$ cat config.mk
export PLATFORM = sky130hd
export DESIGN_NAME = mul_issue_queue
export DESIGN_NICKNAME = d
export VERILOG_FILES = /design/src/rtl/mul_issue_queue_pkg.sv /design/src/rtl/mul_issue_queue_op_fifo.sv /design/src/rtl/mul_issue_queue.sv
export SDC_FILE = /design/constraint.sdc
export NUM_CORES = 1
export LEC_CHECK = 0
export CORE_MARGIN = 2
export CORE_UTILIZATION = 30
export DETAILED_ROUTE_END_ITERATION = 10
export MAX_ROUTING_LAYER = met4
export PLACE_DENSITY_LB_ADDON = 0.08
export SLEW_MARGIN = 25
export SYNTH_ARGS = -nofsm -noshare
export SYNTH_HDL_FRONTEND = slang
export SYNTH_HIERARCHICAL = 1
export SYNTH_SLANG_ARGS = --single-unit
$ cat constraint.sdc
create_clock -name clk -period 7.18 [get_ports clk]
set_input_delay 1.436 -clock clk [delete_from_list [all_inputs] [get_ports clk]]
set_output_delay 1.436 -clock clk [all_outputs]
set_load 0.01 [all_outputs]
$ cat src/rtl/mul_issue_queue_pkg.sv
// Shared types and default parameters for the multiplier issue queue.
// The sequencer state enum and the watchdog counter width helper live here.
package mul_issue_queue_pkg;

  localparam int LEN_DEF     = 32;
  localparam int DEPTH_DEF   = 4;
  localparam int TAG_W_DEF   = 4;
  localparam int TIMEOUT_DEF = 255;

  typedef enum logic [1:0] {
    ST_IDLE  = 2'd0,
    ST_ISSUE = 2'd1,
    ST_WAIT  = 2'd2,
    ST_HOLD  = 2'd3
  } mq_state_e;

  // Watchdog counts 0..timeout-1, so clog2(timeout) bits always suffice.
  function automatic int wd_cnt_width(input int timeout);
    return (timeout > 2) ? $clog2(timeout) : 1;
  endfunction

endpackage

$ cat src/rtl/mul_issue_queue_op_fifo.sv
// Synchronous request FIFO holding {tag, b, a} entries for the issue queue.
// Full/empty come from the registered count; a push while full is dropped.
module mul_issue_queue_op_fifo #(
  parameter int W     = 68,
  parameter int DEPTH = 4
) (
  input  logic                     clk,
  input  logic                     rstn,
  input  logic                     i_push,
  input  logic [W-1:0]             i_wdata,
  input  logic                     i_pop,
  output logic [W-1:0]             o_rdata,
  output logic                     o_full,
  output logic                     o_empty,
  output logic [$clog2(DEPTH):0]   o_count
);

  localparam int AW = $clog2(DEPTH);
  localparam int CW = AW + 1;

  logic [W-1:0]  r_mem [DEPTH];
  logic [AW-1:0] r_wr_ptr;
  logic [AW-1:0] r_rd_ptr;
  logic [CW-1:0] r_count;
  logic          w_do_push;
  logic          w_do_pop;

  assign o_full    = (r_count == CW'(DEPTH));
  assign o_empty   = (r_count == {CW{1'b0}});
  assign o_count   = r_count;
  assign o_rdata   = r_mem[r_rd_ptr];
  assign w_do_push = i_push & ~o_full;
  assign w_do_pop  = i_pop & ~o_empty;

  // Storage array, written on accepted push
  always_ff @(posedge clk) begin
    if (w_do_push) begin
      r_mem[r_wr_ptr] <= i_wdata;
    end
  end

  // Pointers wrap naturally at DEPTH; count tracks simultaneous push/pop
  always_ff @(posedge clk) begin
    if (!rstn) begin
      r_wr_ptr <= {AW{1'b0}};
      r_rd_ptr <= {AW{1'b0}};
      r_count  <= {CW{1'b0}};
    end else begin
      if (w_do_push) begin
        r_wr_ptr <= r_wr_ptr + AW'(1);
      end
      if (w_do_pop) begin
        r_rd_ptr <= r_rd_ptr + AW'(1);
      end
      case ({w_do_push, w_do_pop})
        2'b10:   r_count <= r_count + CW'(1);
        2'b01:   r_count <= r_count - CW'(1);
        default: r_count <= r_count;
      endcase
    end
  end

endmodule

$ cat src/rtl/mul_issue_queue.sv
// Buffers operand pairs, issues them one at a time to an iterative multiplier
// via start/finish, and returns tagged products; a watchdog aborts hung multiplies.
module mul_issue_queue
  import mul_issue_queue_pkg::*;
#(
  parameter int LEN     = LEN_DEF,
  parameter int DEPTH   = DEPTH_DEF,
  parameter int TAG_W   = TAG_W_DEF,
  parameter int TIMEOUT = TIMEOUT_DEF
) (
  input  logic               clk,
  input  logic               rstn,
  input  logic               req_valid,
  output logic               req_ready,
  input  logic [LEN-1:0]     req_a,
  input  logic [LEN-1:0]     req_b,
  input  logic [TAG_W-1:0]   req_tag,
  output logic               mul_start,
  output logic [LEN-1:0]     mul_multiplicand,
  output logic [LEN-1:0]     mul_multiplier,
  input  logic [2*LEN-1:0]   mul_product,
  input  logic               mul_finish,
  output logic               res_valid,
  input  logic               res_ready,
  output logic [2*LEN-1:0]   res_product,
  output logic [TAG_W-1:0]   res_tag,
  output logic               res_err,
  output logic               busy,
  output logic               timeout_err
);

  localparam int FW    = 2*LEN + TAG_W;
  localparam int CNT_W = wd_cnt_width(TIMEOUT);

  mq_state_e             r_state;
  mq_state_e             w_next_state;
  logic [FW-1:0]         w_fifo_wdata;
  logic [FW-1:0]         w_fifo_rdata;
  logic                  w_fifo_full;
  logic                  w_fifo_empty;
  logic [$clog2(DEPTH):0] w_fifo_count;
  logic                  w_pop;
  logic                  w_wd_expire;
  logic                  w_mul_start;
  logic                  w_res_valid;
  logic                  w_busy;
  logic [LEN-1:0]        r_a;
  logic [LEN-1:0]        r_b;
  logic [TAG_W-1:0]      r_tag;
  logic [2*LEN-1:0]      r_product;
  logic                  r_err;
  logic                  r_timeout_err;
  logic [CNT_W-1:0]      r_wd_cnt;

  assign w_fifo_wdata = {req_tag, req_b, req_a};
  assign w_pop        = (r_state == ST_IDLE) & ~w_fifo_empty;
  assign w_wd_expire  = (r_wd_cnt == CNT_W'(TIMEOUT - 1));

  mul_issue_queue_op_fifo #(
    .W     (FW),
    .DEPTH (DEPTH)
  ) u_fifo (
    .clk     (clk),
    .rstn    (rstn),
    .i_push  (req_valid),
    .i_wdata (w_fifo_wdata),
    .i_pop   (w_pop),
    .o_rdata (w_fifo_rdata),
    .o_full  (w_fifo_full),
    .o_empty (w_fifo_empty),
    .o_count (w_fifo_count)
  );

  // Sequencer state register
  always_ff @(posedge clk) begin
    if (!rstn) begin
      r_state <= ST_IDLE;
    end else begin
      r_state <= w_next_state;
    end
  end

  // Next-state logic; finish takes priority over watchdog expiry
  always_comb begin
    w_next_state = r_state;
    case (r_state)
      ST_IDLE: begin
        if (!w_fifo_empty) begin
          w_next_state = ST_ISSUE;
        end else begin
          w_next_state = ST_IDLE;
        end
      end
      ST_ISSUE: w_next_state = ST_WAIT;
      ST_WAIT: begin
        if (mul_finish || w_wd_expire) begin
          w_next_state = ST_HOLD;
        end else begin
          w_next_state = ST_WAIT;
        end
      end
      ST_HOLD: begin
        if (res_ready) begin
          w_next_state = ST_IDLE;
        end else begin
          w_next_state = ST_HOLD;
        end
      end
      default: w_next_state = ST_IDLE;
    endcase
  end

  // State-decoded handshake outputs
  always_comb begin
    w_mul_start = 1'b0;
    w_res_valid = 1'b0;
    w_busy      = (r_state != ST_IDLE) || (w_fifo_count != '0);
    case (r_state)
      ST_ISSUE: w_mul_start = 1'b1;
      ST_HOLD:  w_res_valid = 1'b1;
      default: begin
        w_mul_start = 1'b0;
        w_res_valid = 1'b0;
      end
    endcase
  end

  // Operands and tag are loaded on pop and stay put until the next pop
  always_ff @(posedge clk) begin
    if (!rstn) begin
      r_a   <= {LEN{1'b0}};
      r_b   <= {LEN{1'b0}};
      r_tag <= {TAG_W{1'b0}};
    end else if (w_pop) begin
      r_a   <= w_fifo_rdata[LEN-1:0];
      r_b   <= w_fifo_rdata[2*LEN-1:LEN];
      r_tag <= w_fifo_rdata[FW-1:2*LEN];
    end
  end

  // Watchdog: cleared while issuing, counts each WAIT cycle
  always_ff @(posedge clk) begin
    if (!rstn) begin
      r_wd_cnt <= {CNT_W{1'b0}};
    end else if (r_state == ST_ISSUE) begin
      r_wd_cnt <= {CNT_W{1'b0}};
    end else if ((r_state == ST_WAIT) && !w_wd_expire) begin
      r_wd_cnt <= r_wd_cnt + CNT_W'(1);
    end
  end

  // Result capture; mul_product is only trusted in a WAIT-state finish cycle
  always_ff @(posedge clk) begin
    if (!rstn) begin
      r_product     <= {(2*LEN){1'b0}};
      r_err         <= 1'b0;
      r_timeout_err <= 1'b0;
    end else if (r_state == ST_WAIT) begin
      if (mul_finish) begin
        r_product <= mul_product;
        r_err     <= 1'b0;
      end else if (w_wd_expire) begin
        r_product     <= {(2*LEN){1'b0}};
        r_err         <= 1'b1;
        r_timeout_err <= 1'b1;
      end
    end
  end

  assign req_ready        = ~w_fifo_full;
  assign mul_start        = w_mul_start;
  assign mul_multiplicand = r_a;
  assign mul_multiplier   = r_b;
  assign res_valid        = w_res_valid;
  assign res_product      = r_product;
  assign res_tag          = r_tag;
  assign res_err          = r_err;
  assign busy             = w_busy;
  assign timeout_err      = r_timeout_err;

endmodule

==> Implementation_results.wiki <==
{| class="wikitable"
! Metric !! Value
|-
| Routability congestion estimate || 0.727
|-
| Count of state elements after synthesis || 425
|-
| Yosys synthesis warning count || 6
|-
| Final Hold Violating Endpoints || 0
|-
| Critical path startpoint category || primary input
|-
| Cells after Synth || about 920
|-
| Number of input and output port buffers inserted || 274
|-
| Largest fanout on the critical path || 40
|-
| CP arrival || about 3.7 ns
|-
| Power Density || 374 mW/mm2
|-
| Count of pins on the block boundary || 275
|-
| Maximum vdd drop || roughly 230 uV
|-
| Worst setup path category || in2reg
|-
| Fin Setup TNS || 0 ns
|-
| Crit path time final || between 3 and 4 ns
|-
| Result of the run || complete, no violations
|-
| Share of layout cells above drive strength 1 || about 14%
|-
| Max-capacitance violation count || 0
|-
| Multiplexer share of the synthesized area || 10.3%
|-
| Final worst-path setup slack || approximately 3.7 ns
|-
| Synth Area in Adders || less than 1%
|-
| # nets final || between 1,000 and 1,500
|-
| Clock transition time at the flip-flop clock pins of the worst setup and hold paths || roughly 0.06 ns
|-
| Detailed-placement wirelength estimate || roughly 22 mm
|-
| Antenna violations before repair || 2
|-
| Standard-cell rows || just over 80
|-
| DRC violation total after the first TritonRoute iteration || ~410
|-
| DIE AREA || 0.0526 mm2
|-
| H-tree levels || 2
|-
| Cell area after synthesis || around 0.015 mm2
|-
| Simple-gate share of the synthesized area || around 5.3%
|-
| Ranking of synthesized cells by area || sky130_fd_sc_hd__edfxtp_1, sky130_fd_sc_hd__dfxtp_1, sky130_fd_sc_hd__mux4_2
|-
| Average wire per cell in the routed design || about 19 um
|-
| Data required, critical path || approximately 7.4 ns
|-
| Final setup skew || between 0.02 and 0.025 ns
|-
| Layout fillers || ~4,600
|-
| Synthesized area per cell || 16.5 um2
|-
| RSZ-0062 raised after global routing || no
|-
| Leading cell types in the layout, fill and taps excluded || sky130_fd_sc_hd__clkdlybuf4s50_1, sky130_fd_sc_hd__edfxtp_1, sky130_fd_sc_hd__dfxtp_1
|-
| Clock tree from TritonCTS || done
|-
| Die X-Extent || approximately 230 um
|-
| GRT Resource Usage Total || 14.2%
|-
| Count of TritonRoute iterations in the first routing pass || 6
|-
| Primary flip-flop cell chosen by synthesis mapping || sky130_fd_sc_hd__edfxtp_1
|-
| Area fraction of the dominant cell type after synthesis || approximately 54%
|-
| Congestion Overflow GR || 0
|-
| TritonCTS Sinks || approximately 430
|-
| DRC viols || 0
|-
| Complex-gate fraction of the synthesized area || 7.07%
|-
| Seq/Total Area, Yosys || between 70% and 80%
|-
| Ratio of routed vias to standard cells || approximately 4.5
|-
| Type of the most critical hold path || reg2reg
|-
| Number of enable flip-flop cells after synthesis || 272
|-
| First-pass GRT wire length || between 50 and 60 mm
|-
| Final Max Slew Viols || 0
|-
| Maximum number of pins on one net before global-route repair || roughly 70
|-
| Proportion of register bits with asynchronous set or reset after synthesis || 0%
|-
| Clock root buffer || sky130_fd_sc_hd__clkbuf_16
|-
| Share of the synthesized netlist area taken by xor and xnor gates || less than 1%
|-
| Relative slew slack || between 30% and 40%
|-
| Worst-case clock buffer depth || 3
|-
| # hold bufs at CTS || 0
|-
| Starting density of the core || between 30% and 40%
|-
| Via count of the first global-routing pass || 9,109
|-
| Count of cell types in the netlist || 48
|-
| Slew of the pin with the lowest slew margin || 0.904 ns
|-
| Cts bufs inserted || roughly 50
|-
| Post-cts gate resize count || 0
|-
| Net count after synthesis || 1,066
|-
| Leading area contributor after synthesis || sky130_fd_sc_hd__edfxtp_1
|-
| Achievable frequency || about 0.29 GHz
|-
| Setup violators final || 0
|-
| Worst setup slack after placement || ~3.0 ns
|-
| Remaining antenna violation count || 0
|-
| Clock network latency to the later pin of the worst-skew pair || 0.58 ns
|-
| Most common cell after layout, fill and taps aside || sky130_fd_sc_hd__clkdlybuf4s50_1
|-
| Final cycle utilization of the critical path || 48.8%
|-
| Post-CTS Setup Bufs || 0
|-
| Post-Route WL || ~36 mm
|-
| Critical path capture point type || register
|-
| Leakage power || 6.67 nW
|-
| Y dimension of the die || about 230 um
|-
| Combinational family with the most area after synthesis || multiplexers
|-
| Synth-to-Final Area Change || 32.7%
|-
| Via Count || just under 9,000
|-
| Placeable core region || 0.0502 mm2
|-
| Post-Route Utilization || between 40% and 50%
|}
==> worst max-delay path, cell delays in order <==
cell and delay [ns]:
sky130_fd_sc_hd__clkdlybuf4s50_1 0.46, sky130_fd_sc_hd__nor2b_1 0.55, sky130_fd_sc_hd__and2_4 0.58, sky130_fd_sc_hd__buf_4 0.64
==> routing by layer <==
layer / global-route usage [%] / routed length, um / up-vias
li1: - / - / 4069
met1: 18.2 / 16200 / 4307
met2: 22.2 / 17000 / 259
met3: 3.67 / 2290 / 54
met4: 4.44 / 733 / 0
met5: - / 0 / -
==> sequential cells by signal, indices dropped and copies added (netlist names), named ones only <==
name and count:
mul_multiplier 32, timeout_err 1, r_wd_cnt 8, mul_multiplicand 32, r_state 2, res_product 64, u_fifo/r_mem 272, u_fifo/r_wr_ptr 2
u_fifo/r_rd_ptr 2, u_fifo/o_count 3, res_tag 4, res_err 1
==> logic make-up (layout without fill, tap and decap cells) <==
kind of cell / Yosys count / count (layout)
multiplexers: 71 / 71
AND/OR/NAND/NOR: 189 / 189
buffers and inverters: 66 / 386
AO/OA/AOI/OAI: 157 / 157
XOR/XNOR: 5 / 5
adder cells (fa/ha/maj): 8 / 8
other: 0 / 2
flip-flops: 425 / 425
==> report_power, final <==
part	total, mW	leakage [nW]	internal, mW	switching, mW
Combinational	1.87	2.13	0.902	0.967
Clock	2.48	0.802	1.49	0.984
Sequential	3.21	3.74	2.99	0.218
Total	7.55	6.67	5.39	2.17
==> final timing paths <==
kind | startpoint | endpoint | slack [ns] | cells after the start
worst max-delay path | req_valid | u_fifo/r_mem[0][33]$_DFFE_PP_ | 3.67 | 4
worst min-delay path | mul_multiplier[16]$_SDFFE_PN0P_ | mul_multiplier[16]$_SDFFE_PN0P_ | 0.45 | 2
worst max register to register | r_state[0]$_SDFF_PN0_ | u_fifo/o_count[2]$_SDFFE_PN0P_ | 4.25 | 10
worst min register to register | mul_multiplier[16]$_SDFFE_PN0P_ | mul_multiplier[16]$_SDFFE_PN0P_ | 0.45 | 2
==> per-stage QoR <==
| step | power (mW) | area (um2) | hold slack, ns | std cells |
|---|---|---|---|---|
| final | 7.55 | 20200 | 0.452 | 1915 |
| after global routing | 7.99 | 20200 | 0.465 | 1915 |
| after CTS | 7.73 | 20200 | 0.457 | 1913 |
| after detailed placement | 5.20 | 18600 | 0.449 | 1823 |
| after global placement | 5.20 | 18600 | 0.446 | 1823 |
| after floorplan | 4.33 | 15200 | 0.453 | 921 |
==> cell type report <==
type	instances	area [um2]	share of cell area (%)
tap	672	841	4.16
sequential	425	11200	55.6
multi-input combinational	430	3610	17.9
clock inverter	26	223	1.10
inverter	12	47.5	0.235
antenna	2	5.00	0.0248
timing repair buffer	284	2820	13.9
clock buffer	64	1420	7.01
==> synthesized netlist by cell type, types with 4 or more instances <==
library cell	count
sky130_fd_sc_hd__dfxtp_1	153
sky130_fd_sc_hd__a21oi_1	72
sky130_fd_sc_hd__buf_6	9
sky130_fd_sc_hd__ha_1	7
sky130_fd_sc_hd__nand2_1	150
sky130_fd_sc_hd__and2_1	7
sky130_fd_sc_hd__nand3_1	4
sky130_fd_sc_hd__o21ai_0	6
sky130_fd_sc_hd__buf_4	4
sky130_fd_sc_hd__nor2_1	7
sky130_fd_sc_hd__inv_1	10
sky130_fd_sc_hd__or3_1	5
sky130_fd_sc_hd__buf_2	15
sky130_fd_sc_hd__clkbuf_1	21
sky130_fd_sc_hd__mux4_2	68
sky130_fd_sc_hd__edfxtp_1	272
sky130_fd_sc_hd__a22o_1	64
(Power assumes the default switching activity.)
